[config.mk]
export PLATFORM = sky130hd
export DESIGN_NAME = wb_seq_master_flat
export DESIGN_NICKNAME = d
export VERILOG_FILES = /design/src/rtl/wb_seq_master_if.sv /design/src/rtl/wb_seq_master.sv /design/src/flat_wrapper.sv
export SDC_FILE = /design/constraint.sdc
export NUM_CORES = 1
export LEC_CHECK = 0
export ABC_AREA = 1
export CAP_MARGIN = 20
export CELL_PAD_IN_SITES_DETAIL_PLACEMENT = 0
export CELL_PAD_IN_SITES_GLOBAL_PLACEMENT = 1
export CORE_UTILIZATION = 37
export CTS_CLUSTER_SIZE = 20
export DETAILED_ROUTE_END_ITERATION = 8
export GPL_ROUTABILITY_DRIVEN = 0
export GPL_TIMING_DRIVEN = 0
export PLACE_DENSITY = 0.86
export SYNTH_ARGS = -nofsm -noshare
export SYNTH_HDL_FRONTEND = slang
export SYNTH_SLANG_ARGS = --single-unit
[constraint.sdc]
create_clock -name wb_clk_i -period 8.68 [get_ports wb_clk_i]
set_input_delay 1.736 -clock wb_clk_i [delete_from_list [all_inputs] [get_ports wb_clk_i]]
set_output_delay 1.736 -clock wb_clk_i [all_outputs]
set_load 0.03 [all_outputs]
[src/rtl/wb_seq_master_if.sv]
// Wishbone classic bus between the sequencing initiator and a responder.
interface wb_seq_master_if;
  logic        wbm_cyc_o;
  logic        wbm_stb_o;
  logic        wbm_we_o;
  logic [3:0]  wbm_sel_o;
  logic [31:0] wbm_adr_o;
  logic [31:0] wbm_dat_o;
  logic [31:0] wbm_dat_i;
  logic        wbm_ack_i;

  modport master (
    output wbm_cyc_o, wbm_stb_o, wbm_we_o, wbm_sel_o, wbm_adr_o, wbm_dat_o,
    input  wbm_dat_i, wbm_ack_i
  );

  modport slave (
    input  wbm_cyc_o, wbm_stb_o, wbm_we_o, wbm_sel_o, wbm_adr_o, wbm_dat_o,
    output wbm_dat_i, wbm_ack_i
  );
endinterface

[src/rtl/wb_seq_master.sv]
// Wishbone classic initiator: runs one read/write command as back-to-back
// single-beat cycles with an incrementing address, reporting each beat on rsp_*.
module wb_seq_master #(
  parameter int unsigned TIMEOUT = 255
) (
  input  logic            wb_clk_i,
  input  logic            wb_rst_ni,
  input  logic            cmd_valid,
  output logic            cmd_ready,
  input  logic            cmd_we,
  input  logic [31:0]     cmd_adr,
  input  logic [31:0]     cmd_dat,
  input  logic [3:0]      cmd_sel,
  input  logic [3:0]      cmd_len,
  output logic            rsp_valid,
  output logic [31:0]     rsp_dat,
  output logic            rsp_err,
  output logic            rsp_last,
  output logic            busy,
  wb_seq_master_if.master wbm
);

  typedef enum logic [1:0] {
    IDLE = 2'd0,
    BUS  = 2'd1,
    DONE = 2'd2
  } state_t;

  localparam logic [16:0] TMO_LIMIT = 17'(TIMEOUT);

  logic        rst_meta_q;
  logic        rst_sync_q;

  state_t      state_q,     state_d;
  logic        cmd_ready_q, cmd_ready_d;
  logic        busy_q,      busy_d;
  logic        cyc_q,       cyc_d;
  logic        stb_q,       stb_d;
  logic        we_q,        we_d;
  logic [3:0]  sel_q,       sel_d;
  logic [31:0] adr_q,       adr_d;
  logic [31:0] dat_q,       dat_d;
  logic [3:0]  beat_q,      beat_d;
  logic [3:0]  last_beat_q, last_beat_d;
  logic [15:0] tmo_q,       tmo_d;
  logic        rsp_valid_q, rsp_valid_d;
  logic [31:0] rsp_dat_q,   rsp_dat_d;
  logic        rsp_err_q,   rsp_err_d;
  logic        rsp_last_q,  rsp_last_d;

  logic        tmo_hit;
  logic        is_last;

  // Reset asserts asynchronously but releases only on a clock edge.
  always_ff @(posedge wb_clk_i or negedge wb_rst_ni) begin
    if (!wb_rst_ni) begin
      rst_meta_q <= 1'b0;
      rst_sync_q <= 1'b0;
    end else begin
      rst_meta_q <= 1'b1;
      rst_sync_q <= rst_meta_q;
    end
  end

  assign tmo_hit = ({1'b0, tmo_q} + 17'd1) >= TMO_LIMIT;
  assign is_last = (beat_q == last_beat_q);

  always_comb begin
    state_d     = state_q;
    cyc_d       = cyc_q;
    stb_d       = stb_q;
    we_d        = we_q;
    sel_d       = sel_q;
    adr_d       = adr_q;
    dat_d       = dat_q;
    beat_d      = beat_q;
    last_beat_d = last_beat_q;
    tmo_d       = tmo_q;
    rsp_valid_d = 1'b0;
    rsp_dat_d   = 32'd0;
    rsp_err_d   = 1'b0;
    rsp_last_d  = 1'b0;

    case (state_q)
      IDLE: begin
        if (cmd_valid && cmd_ready_q) begin
          state_d     = BUS;
          cyc_d       = 1'b1;
          stb_d       = 1'b1;
          we_d        = cmd_we;
          sel_d       = cmd_sel;
          adr_d       = cmd_adr;
          dat_d       = cmd_dat;
          beat_d      = 4'd0;
          // A length of 0 encodes 16 beats, which the 4-bit wrap gives for free.
          last_beat_d = cmd_len - 4'd1;
          tmo_d       = 16'd0;
        end
      end

      BUS: begin
        if (wbm.wbm_ack_i) begin
          rsp_valid_d = 1'b1;
          rsp_dat_d   = we_q ? 32'd0 : wbm.wbm_dat_i;
          rsp_last_d  = is_last;
          tmo_d       = 16'd0;
          beat_d      = beat_q + 4'd1;
          if (is_last) begin
            state_d = DONE;
            cyc_d   = 1'b0;
            stb_d   = 1'b0;
            we_d    = 1'b0;
            sel_d   = 4'd0;
            adr_d   = 32'd0;
            dat_d   = 32'd0;
          end else begin
            adr_d = adr_q + 32'd4;
            dat_d = dat_q + 32'd1;
          end
        end else if (tmo_hit) begin
          state_d     = DONE;
          cyc_d       = 1'b0;
          stb_d       = 1'b0;
          we_d        = 1'b0;
          sel_d       = 4'd0;
          adr_d       = 32'd0;
          dat_d       = 32'd0;
          rsp_valid_d = 1'b1;
          rsp_err_d   = 1'b1;
          rsp_last_d  = 1'b1;
        end else begin
          tmo_d = tmo_q + 16'd1;
        end
      end

      DONE: begin
        state_d = IDLE;
      end

      default: begin
        state_d = IDLE;
        cyc_d   = 1'b0;
        stb_d   = 1'b0;
      end
    endcase

    cmd_ready_d = (state_d == IDLE);
    busy_d      = (state_d != IDLE);
  end

  always_ff @(posedge wb_clk_i or negedge rst_sync_q) begin
    if (!rst_sync_q) begin
      state_q     <= IDLE;
      cmd_ready_q <= 1'b0;
      busy_q      <= 1'b0;
      cyc_q       <= 1'b0;
      stb_q       <= 1'b0;
      we_q        <= 1'b0;
      sel_q       <= 4'd0;
      adr_q       <= 32'd0;
      dat_q       <= 32'd0;
      beat_q      <= 4'd0;
      last_beat_q <= 4'd0;
      tmo_q       <= 16'd0;
      rsp_valid_q <= 1'b0;
      rsp_dat_q   <= 32'd0;
      rsp_err_q   <= 1'b0;
      rsp_last_q  <= 1'b0;
    end else begin
      state_q     <= state_d;
      cmd_ready_q <= cmd_ready_d;
      busy_q      <= busy_d;
      cyc_q       <= cyc_d;
      stb_q       <= stb_d;
      we_q        <= we_d;
      sel_q       <= sel_d;
      adr_q       <= adr_d;
      dat_q       <= dat_d;
      beat_q      <= beat_d;
      last_beat_q <= last_beat_d;
      tmo_q       <= tmo_d;
      rsp_valid_q <= rsp_valid_d;
      rsp_dat_q   <= rsp_dat_d;
      rsp_err_q   <= rsp_err_d;
      rsp_last_q  <= rsp_last_d;
    end
  end

  assign cmd_ready     = cmd_ready_q;
  assign busy          = busy_q;
  assign rsp_valid     = rsp_valid_q;
  assign rsp_dat       = rsp_dat_q;
  assign rsp_err       = rsp_err_q;
  assign rsp_last      = rsp_last_q;
  assign wbm.wbm_cyc_o = cyc_q;
  assign wbm.wbm_stb_o = stb_q;
  assign wbm.wbm_we_o  = we_q;
  assign wbm.wbm_sel_o = sel_q;
  assign wbm.wbm_adr_o = adr_q;
  assign wbm.wbm_dat_o = dat_q;

endmodule

[src/flat_wrapper.sv]
// flat-port wrapper written by rule: the top's interface ports become plain ports
module wb_seq_master_flat 
#(
  parameter int unsigned TIMEOUT = 255
)
  (wb_clk_i, wb_rst_ni, cmd_valid, cmd_ready, cmd_we, cmd_adr, cmd_dat, cmd_sel, cmd_len, rsp_valid, rsp_dat, rsp_err, rsp_last, busy, wbm_wbm_cyc_o, wbm_wbm_stb_o, wbm_wbm_we_o, wbm_wbm_sel_o, wbm_wbm_adr_o, wbm_wbm_dat_o, wbm_wbm_dat_i, wbm_wbm_ack_i);
  wb_seq_master_if wbm_i ();
  input  logic wb_clk_i;
  input  logic wb_rst_ni;
  input  logic cmd_valid;
  output logic cmd_ready;
  input  logic cmd_we;
  input  logic [31:0] cmd_adr;
  input  logic [31:0] cmd_dat;
  input  logic [3:0] cmd_sel;
  input  logic [3:0] cmd_len;
  output logic rsp_valid;
  output logic [31:0] rsp_dat;
  output logic rsp_err;
  output logic rsp_last;
  output logic busy;
  output wire logic [$bits(wbm_i.wbm_cyc_o)-1:0] wbm_wbm_cyc_o;
  output wire logic [$bits(wbm_i.wbm_stb_o)-1:0] wbm_wbm_stb_o;
  output wire logic [$bits(wbm_i.wbm_we_o)-1:0] wbm_wbm_we_o;
  output wire logic [$bits(wbm_i.wbm_sel_o)-1:0] wbm_wbm_sel_o;
  output wire logic [$bits(wbm_i.wbm_adr_o)-1:0] wbm_wbm_adr_o;
  output wire logic [$bits(wbm_i.wbm_dat_o)-1:0] wbm_wbm_dat_o;
  input wire logic [$bits(wbm_i.wbm_dat_i)-1:0] wbm_wbm_dat_i;
  input wire logic [$bits(wbm_i.wbm_ack_i)-1:0] wbm_wbm_ack_i;
  assign wbm_wbm_cyc_o = wbm_i.wbm_cyc_o;
  assign wbm_wbm_stb_o = wbm_i.wbm_stb_o;
  assign wbm_wbm_we_o = wbm_i.wbm_we_o;
  assign wbm_wbm_sel_o = wbm_i.wbm_sel_o;
  assign wbm_wbm_adr_o = wbm_i.wbm_adr_o;
  assign wbm_wbm_dat_o = wbm_i.wbm_dat_o;
  assign wbm_i.wbm_dat_i = wbm_wbm_dat_i;
  assign wbm_i.wbm_ack_i = wbm_wbm_ack_i;
  wb_seq_master #(.TIMEOUT(TIMEOUT)) u_core (.wb_clk_i(wb_clk_i), .wb_rst_ni(wb_rst_ni), .cmd_valid(cmd_valid), .cmd_ready(cmd_ready), .cmd_we(cmd_we), .cmd_adr(cmd_adr), .cmd_dat(cmd_dat), .cmd_sel(cmd_sel), .cmd_len(cmd_len), .rsp_valid(rsp_valid), .rsp_dat(rsp_dat), .rsp_err(rsp_err), .rsp_last(rsp_last), .busy(busy), .wbm(wbm_i));
endmodule
# After elaboration in Yosys (flattened, before gate mapping)
# Cells that the tools add are included.
# Widths: inputs -> output; s select.
[classes] addsub=6 order_cmp=1 n_eq_ne=8 muxes=43 n_bitwise=1 reduce_logical=11
[op_table] cell="$mux 32" n=10
[op_table] cell="$pmux 32 s2" n=2
[op_table] cell="$mux 16" n=3
[op_table] cell="$add 32x1->32 const B" n=1
[op_table] cell="$add 32x3->32 const B" n=1
[op_table] cell="$pmux 16 s2" n=1
[op_table] cell="$mux 4" n=6
[op_table] cell="$add 16x1->17 const B" n=1
[op_table] cell="$ge 17x8->1 const B" n=1
[op_table] cell="$add 16x1->16 const B" n=1
[op_table] cell="$pmux 4 s2" n=2
[op_table] cell="$mux 1" n=12
[op_table] cell="$reduce_and 3->1" n=3
[op_table] cell="$mux 2" n=4
[op_table] cell="$reduce_and 4->1" n=2
[op_table] cell="$ne 3x2->1 const B" n=2
[op_table] cell="$add 4x1->4 const B" n=1
[op_table] cell="$eq 4x4->1" n=1
[op_table] cell="$logic_not 2->1" n=2
[op_table] cell="$pmux 2 s2" n=1
[op_table] cell="$reduce_bool 2->1" n=2
[op_table] cell="$sub 4x1->4 const B" n=1
[op_table] cell="$ne 3x3->1 const B" n=1
[op_table] cell="$pmux 1 s3" n=1
[op_table] cell="other kinds (8)" n=8
[word_totals] ff_bits=135 output_inout_bits=108

# Depth between registers and ports, before layout
[depth] ltp_word=6 depth_mapped=16

# Worst setup path before layout
# No wires, ideal clock.
[synth_path] kind="input to register" startpoint="in wbm_wbm_ack_i" endpoint="reg u_core.dat_q[17], in the netlist u_core.wbm.wbm_dat_o[17]" setup_ps=66 arrival_ps=3067 setup_slack_ps=5547 stages=10 path_buffers=2 cell_sequence="clkbuf_1 > inv_1 > nor2_2 > nand2_1 > inv_2 > buf_2 > o21ai_0 > o21ai_0 > nand3_1 > nand2_1"
[synth_between] elab_chain_cells=2 word_cells_on_any_way=4
[synth_lines] element="start, declared" line_no="flat_wrapper.sv:29" rtl="input wire logic [$bits(wbm_i.wbm_ack_i)-1:0] wbm_wbm_ack_i;"
[synth_lines] element="$ne 3x2->1 (no line) or $mux 32 (tied branches)"
[synth_lines] element="$reduce_and 3->1 (no line) or $pmux 32 s2 (tied branches)"
[synth_lines] element="end signal, assigned" line_no="wb_seq_master.sv:178" rtl="dat_q <= dat_d;"
[synth_lines] element="end, declared" line_no="wb_seq_master.sv:42" rtl="logic [31:0] dat_q, dat_d;"
# Parallel ways exist; a longest one is shown, timed or not.
# A chain may end at the register's enable or synchronous reset.

# Worst setup path after layout
[layout_path] startpoint="in wbm_wbm_ack_i" endpoint="reg u_core.adr_q[21], in the netlist u_core.wbm.wbm_adr_o[21]"
[layout_between] elab_chain_cells=2 word_cells_on_any_way=4
[layout_lines] element="$ne 3x2->1 (no line) or $mux 32 (tied branches)"
[layout_lines] element="$reduce_and 3->1 (no line) or $pmux 32 s2 (tied branches)"
[layout_lines] element="end signal, assigned" line_no="wb_seq_master.sv:177" rtl="adr_q <= adr_d;"
[layout_lines] element="end, declared" line_no="wb_seq_master.sv:41" rtl="logic [31:0] adr_q, adr_d;"
# Parallel ways exist; a longest one is shown, timed or not.

==> results.yml <==
global_routing:
  grt_pass1_wl_mm: 43.20
  grt.total_usage: 0.2552
  grt_max_degree: 64
  antenna_found_initial: 1
  grt_pass1_vias: 8098
  grt-ovfl-total: 0
yosys:
  synth_cell_types: 39
  post-synth-top-area-cell: "dfrtp_1"
  synth_top_area_frac: 0.4268
  synth_fa_ha_area_frac: 0.009485
  seq_area_frac_synth: 0.4268
  synth_nets: 1272
  synth_seq_cells: 135
  synth_cells: 1157
  muxShareOfSynthArea: 0
  synth_xor_xnor_area_share: 0.01992
  netlist_area_um2: 7915
  synth_area_leaders: "dfrtp_1 (43%), nand2_1 (20%), nor2_1 (7.4%)"
  avgSynthCellArea_um2: 6.841
  synth_top_family_by_area: "simple AND/OR/NAND/NOR gates"
  synth_warnings: 0
  synthSimpleGateAreaFrac: 0.3871
  synth-compound-area-share: 0.08726
critical_path:
  max_stage_delay_ps: 410
  crit_arrival_ps: 3930
  critPathMaxFanout: 10
  startpoint_type: "input port"
  slowest_stage: "nor2_2"
  crit_type: "in -> reg"
  crit_required_ps: 9050
  cp_cell_sequence: "clkbuf_1 > inv_1 > nor2_2 > nand2_1 > inv_2 > buf_2 > o21ai_0 > o21ai_0 > nand3_1 > nand2_1"
  endpoint_kind: "register"
finish:
  final_layout_size_suffix_gt1_frac: 0.04623
  layout_commonest_cell: "nand2_1"
  fin_nets: 1508
  final_util: 0.5268
  fill_cells: 2110
  syn_to_final_growth_pct: 39.92
  mostFrequentLayoutCells: "nand2_1 (420), clkdlybuf4s50_1 (215), nor2_1 (155)"
timing:
  fmax_mhz: 280.4
  hold_viol: 0
  rsz0062_at_grt: "false"
  worst_clock_skew_ps: 8.643
  tightest_slew_ps: 772.2
  period_share: 0.4108
  period_needed_ps: 3566
  setup_tns_ps: 0
  setup_viol: 0
  drv_slew: 0
  slew_headroom: 0.4852
clock_tree:
  cts_setup_buffers: 0
  clock_latency_ps: 430
  path_clk_slew_ps: 70
  cts_inserted_buffers: 17
  cts_buffer_depth: 2
  cts_tree: "yes"
  cts_hold_buf: 0
  cts.repair.resized: 0
  cts_num_sinks: 135
  cts_max_level: 4
  cts-root-buf: "clkbuf_16"
outcome:
  status: "finished, final reports clean"
floorplan:
  std_cell_rows: 53
  fp.dieH_um: 148.3
  core_um2: 21020
  dieArea_um2: 21980
  ios: 217
  initial_core_util: 0.3765
  fp.dieW_um: 148.3
worst_hold_path:
  hp-class: "reg -> async"
routing:
  post_drt_wl_per_cell_um: 16.22
  drtAntennaViolNets: 0
  drtPass1Iterations: 5
  drc_errors: 0
  drt_iter0_drc: 503
  vias: 8449
  drt-vias-per-instance: 5.023
  routed_wl_mm: 27.29
run:
  max_cap_violations: 0
place:
  post-dp-hpwl_mm: 20.51
  numPortBuffers: 215
power:
  p_leak_uw: 0.005122
  power-per-cell-area_nw_per_um2: 332.2
  vdd_ir_drop_max_v: 0.0002316
==> sequential cells by signal, summed over array words and instances (netlist names), 2 cells and up <==
signal	flops
u_core.rsp_dat	32
u_core.wbm.wbm_adr_o	32
u_core.wbm.wbm_dat_o	32
u_core.tmo_q	16
u_core.beat_q	4
u_core.last_beat_q	4
u_core.wbm.wbm_sel_o	4
u_core.state_q	2
==> power breakdown <==
part           internal, µW  switching (µW)
logic                   652            1190
registers               828             260
clock network           413             334
total                  1890            1790
==> area by class of cell <==
type                       count  area, µm²  area share
clock inverter                15      176.4     0.01593
multi-input combinational    888       3991      0.3604
tap                          275      344.1     0.03107
clock buffer                  17      425.4     0.03841
buffer                        47      219.0     0.01977
sequential                   135       3382      0.3054
timing repair buffer         217       2207      0.1993
antenna                        1      2.502   0.0002260
inverter                      87      326.6     0.02949
==> cells by family after synthesis <==
group                      Yosys count
and+or+nand+nor                    742
DFF                                135
buffers and inverters              134
AOI/OAI and AO/OA                  121
xor gates and xnor gates            18
adders and majority gates            6
other                                1
==> metal layers <==
layer | part of all wire | GRT usage | vias to the layer above | routed length [µm]
met3 | 0.082 | 0.07607 | 34 | 2229
met4 | 0.015 | 0.05773 | 0 | 406
met5 | 0 | 0 | - | 0
met1 | 0.42 | 0.3208 | 3939 | 11520
met2 | 0.48 | 0.4298 | 285 | 13140
li1 | - | - | 4191 | -
==> cell usage after synthesis, drive strengths merged <==
library cell / n
a22o: 2
dfrtp: 135
xnor2: 5
buf: 20
and2: 2
nor2: 160
a31oi: 2
nand3: 108
nand2: 421
conb: 1
inv: 87
o211ai: 4
nor4: 1
a22oi: 4
o21bai: 6
ha: 6
o31ai: 1
or2: 3
nor3: 15
and3: 2
nand4: 30
a21o: 2
xor2: 13
clkbuf: 27
a21oi: 28
o21ai: 60
o21a: 2
a21boi: 8
a32oi: 2
==> through the flow <==
stage	setup slack (ps)	area, µm²	hold slack, ps	power [µW]	std cells
3_5_place_dp	4723	10470	179.3	2943	1649
5_1_grt	4970	11070	197.5	3924	1681
3_3_place_gp	2750	10410	341.1	2921	1647
6_report	5114	11070	180.4	3678	1682
4_1_cts	5144	11070	186.3	3701	1681
2_1_floorplan	4640	7915	331.2	2147	1157
==> critical path, delay by kind of cell <==
family | cells | cell delay, ps
compound gates | 2 | 340
simple gates | 4 | 820
buf+inv | 4 | 1040
==> final timing paths <==
| check | slack [ps] | end | cells past startpoint | from |
|---|---|---|---|---|
| min in group wb_clk_i | 360 | u_core.rst_sync_q | 0 | u_core.rst_meta_q |
| worst min register to register | 180 | u_core.last_beat_q[2] | 0 | u_core.rst_sync_q |
| max in group asynchronous | 7090 | u_core.rst_sync_q | 1 | wb_rst_ni |
| worst max-delay path | 5110 | u_core.wbm.wbm_adr_o[21] | 10 | wbm_wbm_ack_i |
| worst min-delay path | 180 | u_core.last_beat_q[2] | 0 | u_core.rst_sync_q |
| worst max register to register | 5930 | u_core.wbm.wbm_adr_o[21] | 11 | u_core.state_q[0] |
No activity file was read; power rests on OpenSTA's default activity.
